## src/rtl/sipo_frame_ctrl_pkg.sv

```systemverilog
// Shared definitions for the serial-in/parallel-out frame controller.
// Contents:
//   state_e - controller FSM states (IDLE, SHIFT, HOLD)
//   cnt_w   - width of the per-frame bit counter for a given word width
package sipo_pkg;

    typedef enum logic [1:0] {
        IDLE  = 2'd0,
        SHIFT = 2'd1,
        HOLD  = 2'd2
    } state_e;

    // Counter must be able to represent WIDTH itself, hence the extra bit.
    function automatic int cnt_w(input int width);
        return $clog2(width) + 1;
    endfunction

endpackage

```

## src/rtl/sipo_frame_ctrl_if.sv

```systemverilog
// Bus bundle between the serial source, the frame controller and the
// parallel consumer.
// Signals:
//   si, si_valid   - serial bit and its qualifier (source -> controller)
//   start          - frame start strobe (source -> controller)
//   out_ready      - consumer accepts q (consumer -> controller)
//   q, q_valid     - assembled word and its qualifier (controller -> consumer)
//   busy, bit_cnt  - frame-in-progress flag and captured-bit count
//   overrun        - sticky flag: bit arrived while a word was pending
// Modports: master drives the source/consumer side, slave is the controller.
interface sipo_frame_ctrl_if #(
    parameter int WIDTH = 4
);
    import sipo_pkg::*;

    logic                      si;
    logic                      si_valid;
    logic                      start;
    logic                      out_ready;
    logic [WIDTH-1:0]          q;
    logic                      q_valid;
    logic                      busy;
    logic [cnt_w(WIDTH)-1:0]   bit_cnt;
    logic                      overrun;

    modport master (
        output si, si_valid, start, out_ready,
        input  q, q_valid, busy, bit_cnt, overrun
    );

    modport slave (
        input  si, si_valid, start, out_ready,
        output q, q_valid, busy, bit_cnt, overrun
    );

endinterface

```

## src/rtl/sipo_shift_en.sv

```systemverilog
// Enable-gated shift register used to assemble a serial word.
// Ports:
//   clk    - rising-edge clock
//   rst_n  - synchronous active-low reset, clears the register
//   en     - shift one bit in this cycle
//   si     - serial bit to shift in
//   sr_nxt - value the register takes if a shift happens this cycle
// MSB_FIRST=1 shifts towards the MSB so the first bit ends up in [WIDTH-1];
// MSB_FIRST=0 shifts towards the LSB so the first bit ends up in [0].
module sipo_shift_en #(
    parameter int WIDTH     = 4,
    parameter bit MSB_FIRST = 1'b1
) (
    input  logic             clk,
    input  logic             rst_n,
    input  logic             en,
    input  logic             si,
    output logic [WIDTH-1:0] sr_nxt
);

    logic [WIDTH-1:0] sr_q;
    logic [WIDTH-1:0] sr_d;

    // Shifted value and enable mux for the register.
    always_comb begin
        sr_nxt = sr_q;
        if (MSB_FIRST) begin
            sr_nxt = {sr_q[WIDTH-2:0], si};
        end else begin
            sr_nxt = {si, sr_q[WIDTH-1:1]};
        end
        if (en) begin
            sr_d = sr_nxt;
        end else begin
            sr_d = sr_q;
        end
    end

    // Shift register storage.
    always_ff @(posedge clk) begin
        if (!rst_n) begin
            sr_q <= {WIDTH{1'b0}};
        end else begin
            sr_q <= sr_d;
        end
    end

endmodule

```

## src/rtl/sipo_frame_ctrl.sv

```systemverilog
// Serial-in/parallel-out frame controller.
// Gates bits into a shift register, counts WIDTH bits per frame, then holds
// the completed word on q with q_valid until the consumer takes it.
// Ports:
//   clk   - rising-edge clock
//   rst_n - synchronous active-low reset; discards any partial or held word
//   bus   - sipo_frame_ctrl_if.slave (si, si_valid, start, out_ready in;
//           q, q_valid, busy, bit_cnt, overrun out, all registered)
module sipo_frame_ctrl
    import sipo_pkg::*;
#(
    parameter int WIDTH     = 4,
    parameter bit MSB_FIRST = 1'b1
) (
    input  logic                clk,
    input  logic                rst_n,
    sipo_frame_ctrl_if.slave    bus
);

    localparam int CNT_W = cnt_w(WIDTH);
    localparam logic [CNT_W-1:0] CNT_ZERO = {CNT_W{1'b0}};
    localparam logic [CNT_W-1:0] CNT_ONE  = CNT_W'(1);
    localparam logic [CNT_W-1:0] CNT_LAST = CNT_W'(WIDTH - 1);

    state_e            state_q, state_d;
    logic [WIDTH-1:0]  q_q, q_d;
    logic              q_valid_q, q_valid_d;
    logic              busy_q, busy_d;
    logic [CNT_W-1:0]  bit_cnt_q, bit_cnt_d;
    logic              overrun_q, overrun_d;

    logic              accept_s;
    logic [WIDTH-1:0]  sr_nxt_s;

    // A bit is taken while shifting, or together with a start from IDLE.
    // A start in SHIFT with si_valid also shifts: the stale partial bits are
    // pushed out by the WIDTH bits of the new frame.
    always_comb begin
        accept_s = 1'b0;
        if (bus.si_valid && ((state_q == SHIFT) || ((state_q == IDLE) && bus.start))) begin
            accept_s = 1'b1;
        end else begin
            accept_s = 1'b0;
        end
    end

    sipo_shift_en #(
        .WIDTH     (WIDTH),
        .MSB_FIRST (MSB_FIRST)
    ) u_shift (
        .clk    (clk),
        .rst_n  (rst_n),
        .en     (accept_s),
        .si     (bus.si),
        .sr_nxt (sr_nxt_s)
    );

    // Next-state and next-output computation for the frame FSM.
    always_comb begin
        state_d   = state_q;
        q_d       = q_q;
        q_valid_d = q_valid_q;
        bit_cnt_d = bit_cnt_q;
        overrun_d = overrun_q;
        case (state_q)
            IDLE: begin
                if (bus.start) begin
                    state_d   = SHIFT;
                    bit_cnt_d = bus.si_valid ? CNT_ONE : CNT_ZERO;
                    overrun_d = 1'b0;
                end else begin
                    state_d = IDLE;
                end
            end
            SHIFT: begin
                if (bus.start) begin
                    bit_cnt_d = bus.si_valid ? CNT_ONE : CNT_ZERO;
                end else if (bus.si_valid) begin
                    if (bit_cnt_q == CNT_LAST) begin
                        q_d       = sr_nxt_s;
                        q_valid_d = 1'b1;
                        state_d   = HOLD;
                        bit_cnt_d = CNT_ZERO;
                    end else begin
                        bit_cnt_d = bit_cnt_q + CNT_ONE;
                    end
                end else begin
                    state_d = SHIFT;
                end
            end
            HOLD: begin
                // Incoming bits have nowhere to go while the word is pending.
                if (bus.si_valid) begin
                    overrun_d = 1'b1;
                end else begin
                    overrun_d = overrun_q;
                end
                if (bus.out_ready) begin
                    q_valid_d = 1'b0;
                    state_d   = IDLE;
                end else begin
                    state_d = HOLD;
                end
            end
            default: begin
                state_d   = IDLE;
                q_valid_d = 1'b0;
                bit_cnt_d = CNT_ZERO;
            end
        endcase
        busy_d = (state_d == SHIFT);
    end

    // FSM state and registered outputs.
    always_ff @(posedge clk) begin
        if (!rst_n) begin
            state_q   <= IDLE;
            q_q       <= {WIDTH{1'b0}};
            q_valid_q <= 1'b0;
            busy_q    <= 1'b0;
            bit_cnt_q <= CNT_ZERO;
            overrun_q <= 1'b0;
        end else begin
            state_q   <= state_d;
            q_q       <= q_d;
            q_valid_q <= q_valid_d;
            busy_q    <= busy_d;
            bit_cnt_q <= bit_cnt_d;
            overrun_q <= overrun_d;
        end
    end

    assign bus.q       = q_q;
    assign bus.q_valid = q_valid_q;
    assign bus.busy    = busy_q;
    assign bus.bit_cnt = bit_cnt_q;
    assign bus.overrun = overrun_q;

endmodule

```

## src/flat_wrapper.sv

```systemverilog
// flat-port wrapper written by rule: the top's interface ports become plain ports
module sipo_frame_ctrl_flat import sipo_pkg::*;
#(
    parameter int WIDTH     = 4,
    parameter bit MSB_FIRST = 1'b1
)
  (clk, rst_n, bus_si, bus_si_valid, bus_start, bus_out_ready, bus_q, bus_q_valid, bus_busy, bus_bit_cnt, bus_overrun);
  sipo_frame_ctrl_if #(.WIDTH(WIDTH)) bus_i ();
  input  logic clk;
  input  logic rst_n;
  input wire logic [$bits(bus_i.si)-1:0] bus_si;
  input wire logic [$bits(bus_i.si_valid)-1:0] bus_si_valid;
  input wire logic [$bits(bus_i.start)-1:0] bus_start;
  input wire logic [$bits(bus_i.out_ready)-1:0] bus_out_ready;
  output wire logic [$bits(bus_i.q)-1:0] bus_q;
  output wire logic [$bits(bus_i.q_valid)-1:0] bus_q_valid;
  output wire logic [$bits(bus_i.busy)-1:0] bus_busy;
  output wire logic [$bits(bus_i.bit_cnt)-1:0] bus_bit_cnt;
  output wire logic [$bits(bus_i.overrun)-1:0] bus_overrun;
  assign bus_i.si = bus_si;
  assign bus_i.si_valid = bus_si_valid;
  assign bus_i.start = bus_start;
  assign bus_i.out_ready = bus_out_ready;
  assign bus_q = bus_i.q;
  assign bus_q_valid = bus_i.q_valid;
  assign bus_busy = bus_i.busy;
  assign bus_bit_cnt = bus_i.bit_cnt;
  assign bus_overrun = bus_i.overrun;
  sipo_frame_ctrl #(.WIDTH(WIDTH), .MSB_FIRST(MSB_FIRST)) u_core (.clk(clk), .rst_n(rst_n), .bus(bus_i));
endmodule
```

## config.mk

```make
export PLATFORM = sky130hd
export DESIGN_NAME = sipo_frame_ctrl_flat
export DESIGN_NICKNAME = d
export VERILOG_FILES = /design/src/rtl/sipo_frame_ctrl_pkg.sv /design/src/rtl/sipo_frame_ctrl_if.sv /design/src/rtl/sipo_shift_en.sv /design/src/rtl/sipo_frame_ctrl.sv /design/src/flat_wrapper.sv
export SDC_FILE = /design/constraint.sdc
export NUM_CORES = 1
export LEC_CHECK = 0
export CAP_MARGIN = 20
export CORE_MARGIN = 2
export CORE_UTILIZATION = 49
export DETAILED_ROUTE_END_ITERATION = 10
export GPL_ROUTABILITY_DRIVEN = 1
export HOLD_SLACK_MARGIN = 0.08
export PLACE_DENSITY = 0.79
export SLEW_MARGIN = 20
export SYNTH_ARGS = -nofsm -noshare
export SYNTH_HDL_FRONTEND = slang
export SYNTH_SLANG_ARGS = --single-unit
export TNS_END_PERCENT = 50
```

## constraint.sdc

```tcl
create_clock -name clk -period 3.6 [get_ports clk]
set_input_delay 0.72 -clock clk [delete_from_list [all_inputs] [get_ports clk]]
set_output_delay 0.72 -clock clk [all_outputs]
set_load 0.05 [all_outputs]
```

==> results of run 1 <==
==> synth_stat cells <==
master | n | area [µm²]
dfxtp_1 | 15 | 300
nand4_1 | 1 | 6.26
nor2_8 | 1 | 20.0
a21oi_1 | 7 | 35.0
nor2_1 | 1 | 3.75
nor2b_1 | 10 | 62.6
nor3b_1 | 2 | 15.0
o2111a_1 | 1 | 11.3
nand3b_1 | 1 | 7.51
nand2b_1 | 2 | 12.5
mux2i_1 | 7 | 70.1
nand2_1 | 2 | 7.51
o21ai_0 | 5 | 25.0
inv_1 | 4 | 15.0
ha_1 | 1 | 12.5
clkbuf_1 | 2 | 7.51
or3b_4 | 1 | 11.3
o211ai_1 | 1 | 7.51
o22ai_1 | 1 | 6.26
a21boi_0 | 1 | 7.51
o21ai_1 | 1 | 5.00
==> worst paths after layout <==
kind	startpoint	to	slack, ns	cells past startpoint
setup / recovery	u_core.bus.bit_cnt[2]	bus_bit_cnt[2]	1.40	1
hold / removal	u_core.bus.bit_cnt[1]	u_core.bus.bit_cnt[1]	0.49	2
setup reg to reg	u_core.state_q[0]	u_core.bus.q[3]	2.14	4
hold reg to reg	u_core.bus.bit_cnt[1]	u_core.bus.bit_cnt[1]	0.49	2
==> per-layer routing <==
metal / up-vias / track usage
met2: 13 / 0.298
met5: - / 0
met1: 238 / 0.222
li1: 266 / -
met4: 0 / 0.125
met3: 5 / 0.0500
==> worst register-to-register path, stage by stage (launching register included) <==
cell and delay [ns]:
dfxtp_1 0.49, or3b_4 0.46, nor2_8 0.15, mux2i_1 0.21, nor2b_1 0.06
==> stage by stage <==
stage	utilization	std cells	area (µm²)	worst slack [ns]
6_report	0.660	99	837	1.40
4_1_cts	0.660	99	837	1.39
2_1_floorplan	-	67	649	1.96
3_5_place_dp	0.639	95	811	1.43
5_1_grt	0.660	99	837	1.35
3_3_place_gp	0.639	95	811	1.45
==> final cells by class <==
type,instances,area (µm²)
fillers,111,432
multi-input cells,46,327
flip-flops and latches,15,300
repair buffers,15,150
clock buffers,4,26.3
well taps,15,18.8
inverters,4,15.0
==> flip-flops by register name, summed over array words and instances (netlist names) <==
name / count
u_core.u_shift.sr_q: 3
u_core.bus.q_valid: 1
u_core.bus.bit_cnt: 3
u_core.state_q: 2
u_core.bus.busy: 1
u_core.bus.overrun: 1
u_core.bus.q: 4
==> power breakdown <==
| group | internal [µW] | total, µW | switching (µW) |
|---|---|---|---|
| logic | 16.4 | 35.6 | 19.2 |
| clock network | 43.1 | 96.1 | 53.1 |
| registers | 170 | 173 | 3.80 |
==> kinds of logic (layout without fill, tap and decap cells) <==
family / after synthesis / after routing
adder cells (fa/ha/maj): 1 / 1
multiplexers: 7 / 7
AND/OR/NAND/NOR: 21 / 21
AO/OA/AOI/OAI: 17 / 17
flip-flops: 15 / 15
buffers and inverters: 6 / 23
==> reports/qor.yml, run 1 <==
antenna_found_initial: 0
post-cts-setup-buffers: 0
cp_cell_sequence: "clkdlybuf4s50_1"
criticalPathCategory: "reg2out"
routed_wl_mm: 1.18
gp_congestion: 0.702
synth_cell_type_count: 21
synth_mux_area_frac: 0.108
worstHoldPathType: "reg2reg"
avgSynthCellArea_um2: 9.69
first_global_vias: 470
vdd.ir_drop.worst_v: 0.000226
clk_pin_slew_ns: 0.09
synth_xor_area_frac: 0
ys_seq_elements: 15
fin_crit_sh: 0.612
crit_family: "buffers and inverters"
io_pins: 16
powerDensity_nw_per_um2: 365
holdBufCountCts: 0
vias_per_cell: 5.27
synth-adder-area-share: 0.0193
grt-ovfl-total: 0
fin_tns_setup_ns: 0
finalSetupViolations: 0
yosysWarningCount: 0
highest_layer: "met4"
cts_max_path_buffers: 2
drc: 0
crit_buf_inv: 1
clk_latency_ns: 0.28
slew_viol_final: 0
die_area_um2: 1630
end_kind: "output pin"
layout-drive-gt1-share: 0.0595
critPathArrivalTime_ns: 1.48
drtAntennaViolNets: 0
wl_met1_um: 560
wl_per_cell_um: 11.9
cts-resized-gates: 0
max-slew-margin-rel: 0.673
core_um2: 1270
hold_slack_ns: 0.486
routed-via-count: 522
most-common-layout-cells: "clkdlybuf4s50_1, dfxtp_1, nor2b_1"
portBuffers: 15
p_total_uw: 305
drv_cap: 0
dieWidth_um: 40.4
synth_cells: 67
synth-simple-area-share: 0.225
hold_violations: 0
h-tree-depth: 1
cp.required_ns: 2.88
cts_inserted_buffers: 3
area_delta_synth_final_pct: 28.9
nets: 92
critPathSlowestCell: "clkdlybuf4s50_1"
status: "completed"
clock_sinks: 15
fmax_mhz: 454
synth-compound-area-share: 0.150
final.min_clock_period_ns: 2.20
die_h_um: 40.4
fin_skew_ns: 0.00379
grt_max_degree: 17
synth_top_family_by_area: "simple AND/OR/NAND/NOR gates"
dr_wl_met2_um: 525
core.rowCount: 13
floorplan.initialDensity: 0.512
start_kind: "flop"
met3RoutedLength_um: 64
cp_max_fo: 4
drt_pass1_iterations: 2
synth_nets: 74
synth_area_um2: 649
drtIter0Drc: 4
grt_pass1_wl_mm: 1.96
ys_seq_area_frac: 0.462
grt_setup_unrepaired: "false"
grtUsageTotal: 0.189
cts.root.buffer_cell: "clkbuf_4"
num_antenna_cells: 0
tightest_slew_ns: 0.489
cts_tree: "yes"
p_leak_uw: 0.000315
critPathMaxStageDelay_ns: 0.82
(Power assumes the default switching activity.)
==> inputs of run 2 (changes only) <==
- CORE_UTILIZATION: 49 -> 41
- PLACE_DENSITY: 0.79 -> 0.71
- clock period: 3.6 -> 2 ns (I/O delays scaled with it)
==> reports/qor.yml, run 2 (synthesized netlist as in run 1, its figures left out) <==
status: "completed"
cp.required_ns: 1.60
powerDensity_nw_per_um2: 647
drv_cap: 0
routed_wl_mm: 1.15
hold_path_depth: 2
cts-resized-gates: 0
dieWidth_um: 43.8
post-cts-setup-buffers: 0
core.rowCount: 14
criticalPathCategory: "reg2out"
drtAntennaViolNets: 0
cts_tree: "yes"
dp_hpwl_um: 830
drtIter0Drc: 6
cp_cell_sequence: "clkdlybuf4s50_1"
worstHoldPathType: "reg2reg"
portBuffers: 15
grt-ovfl-total: 0
min-delay-start: "u_core.bus.bit_cnt[1]"
hold_end: "u_core.bus.bit_cnt[1]"
fin_crit_sh: 0.932
area_delta_synth_final_pct: 29.1
layout-drive-gt1-share: 0.0595
end_kind: "output pin"
die_h_um: 43.8
crit_family: "buffers and inverters"
drt_pass1_iterations: 4
max-slew-margin-rel: 0.668
most-common-layout-cells: "clkdlybuf4s50_1, dfxtp_1, nor2b_1"
die_area_um2: 1920
clk_pin_slew_ns: 0.08
critPathMaxStageDelay_ns: 0.82
final_core_util: 0.563
holdBufCountCts: 0
floorplan.initialDensity: 0.436
hold_violations: 0
fin_tns_setup_ns: 0
drc: 0
cts_max_path_buffers: 2
area.sequential_um2: 300
core_um2: 1490
reg2regPathDepth: 4
p_leak_uw: 0.000315
fmax_mhz: 537
fin_skew_ns: 0.00343
gp_congestion: 0.737
p_clk_frac: 0.306
grt_max_degree: 17
r2r_start: "u_core.state_q[0]"
r2r_slack_ns: 0.53
largest_reg_flops: 4
tightest_slew_ns: 0.497
wl_per_cell_um: 11.5
seq_power_share: 0.576
multiInputGateArea_um2: 327
routed-via-count: 505
cp_max_fo: 4
clock_sinks: 15
grt_setup_unrepaired: "false"
timing.final.ws_setup_ns: 0.136
regToRegEndpoint: "u_core.bus.q[2]"
antenna_found_initial: 0
p_sw_frac: 0.240
final.min_clock_period_ns: 1.86
vias_per_cell: 5.05
start_kind: "flop"
vdd.ir_drop.worst_v: 0.000261
grtUsageTotal: 0.146
finalSetupViolations: 0
crit_buf_inv: 1
num_antenna_cells: 0
grt_pass1_wl_mm: 2.02
critPathSlowestCell: "clkdlybuf4s50_1"
nets: 92
cts.root.buffer_cell: "clkbuf_4"
slew_viol_final: 0
hold_slack_ns: 0.469
cp_num_cells: 1
critPathArrivalTime_ns: 1.46
first_global_vias: 465
cts_inserted_buffers: 3
pwr-share-comb: 0.118
fillers: 148
h-tree-depth: 1
io_pins: 16
switchingPower_uw: 130
clk_latency_ns: 0.27
internal_power_uw: 412
dp_slack_ns: 0.144
==> run 2: cell counts in the layout (fill, tap and decap cells not counted) <==
No cell type changed its count.
==> run 2: power groups by stage <==
stage	Combinational [µW]	Clock [µW]	Sequential [µW]
3_3_place_gp	63.7	0	319
3_5_place_dp	64.4	0	319
5_1_grt	69.5	196	314
6_report	64.1	166	312
4_1_cts	64.7	173	312
2_1_floorplan	27.3	0	330
==> run 2: layer usage <==
| layer | track usage | wire length [µm] | vias to the layer above |
|---|---|---|---|
| met4 | 0.0909 | 0 | 0 |
| met1 | 0.196 | 553 | 222 |
| met2 | 0.191 | 503 | 18 |
| met5 | 0 | 0 | - |
| li1 | - | - | 265 |
| met3 | 0.0625 | 97 | 0 |
==> run 2: layout make-up <==
type,count,share of cell area
Inverter,4,0.0179
Clock buffer,4,0.0313
Multi-Input combinational cell,46,0.390
Tap cell,16,0.0239
Sequential cell,15,0.358
Timing Repair Buffer,15,0.179
==> run 2: per-stage QoR <==
stage          instance area, µm²  instances  total power, µW
2_1_floorplan                 649         67              357
3_3_place_gp                  812         96              382
3_5_place_dp                  812         96              384
4_1_cts                       838        100              550
5_1_grt                       838        100              579
6_report                      838        100              542
==> run 2: worst max path at each step <==
stage,slack (ns),startpoint,endpoint
6_report,0.14,u_core.bus.bit_cnt[2],bus_bit_cnt[2]
5_1_grt,0.07,u_core.bus.bit_cnt[2],bus_bit_cnt[2]
4_1_cts,0.12,u_core.bus.bit_cnt[2],bus_bit_cnt[2]
3_5_place_dp,0.14,bus_start,u_core.bus.q[1]
3_3_place_gp,0.16,bus_start,u_core.bus.q[2]
2_1_floorplan,0.36,u_core.bus.bit_cnt[0],u_core.bus.q[0]
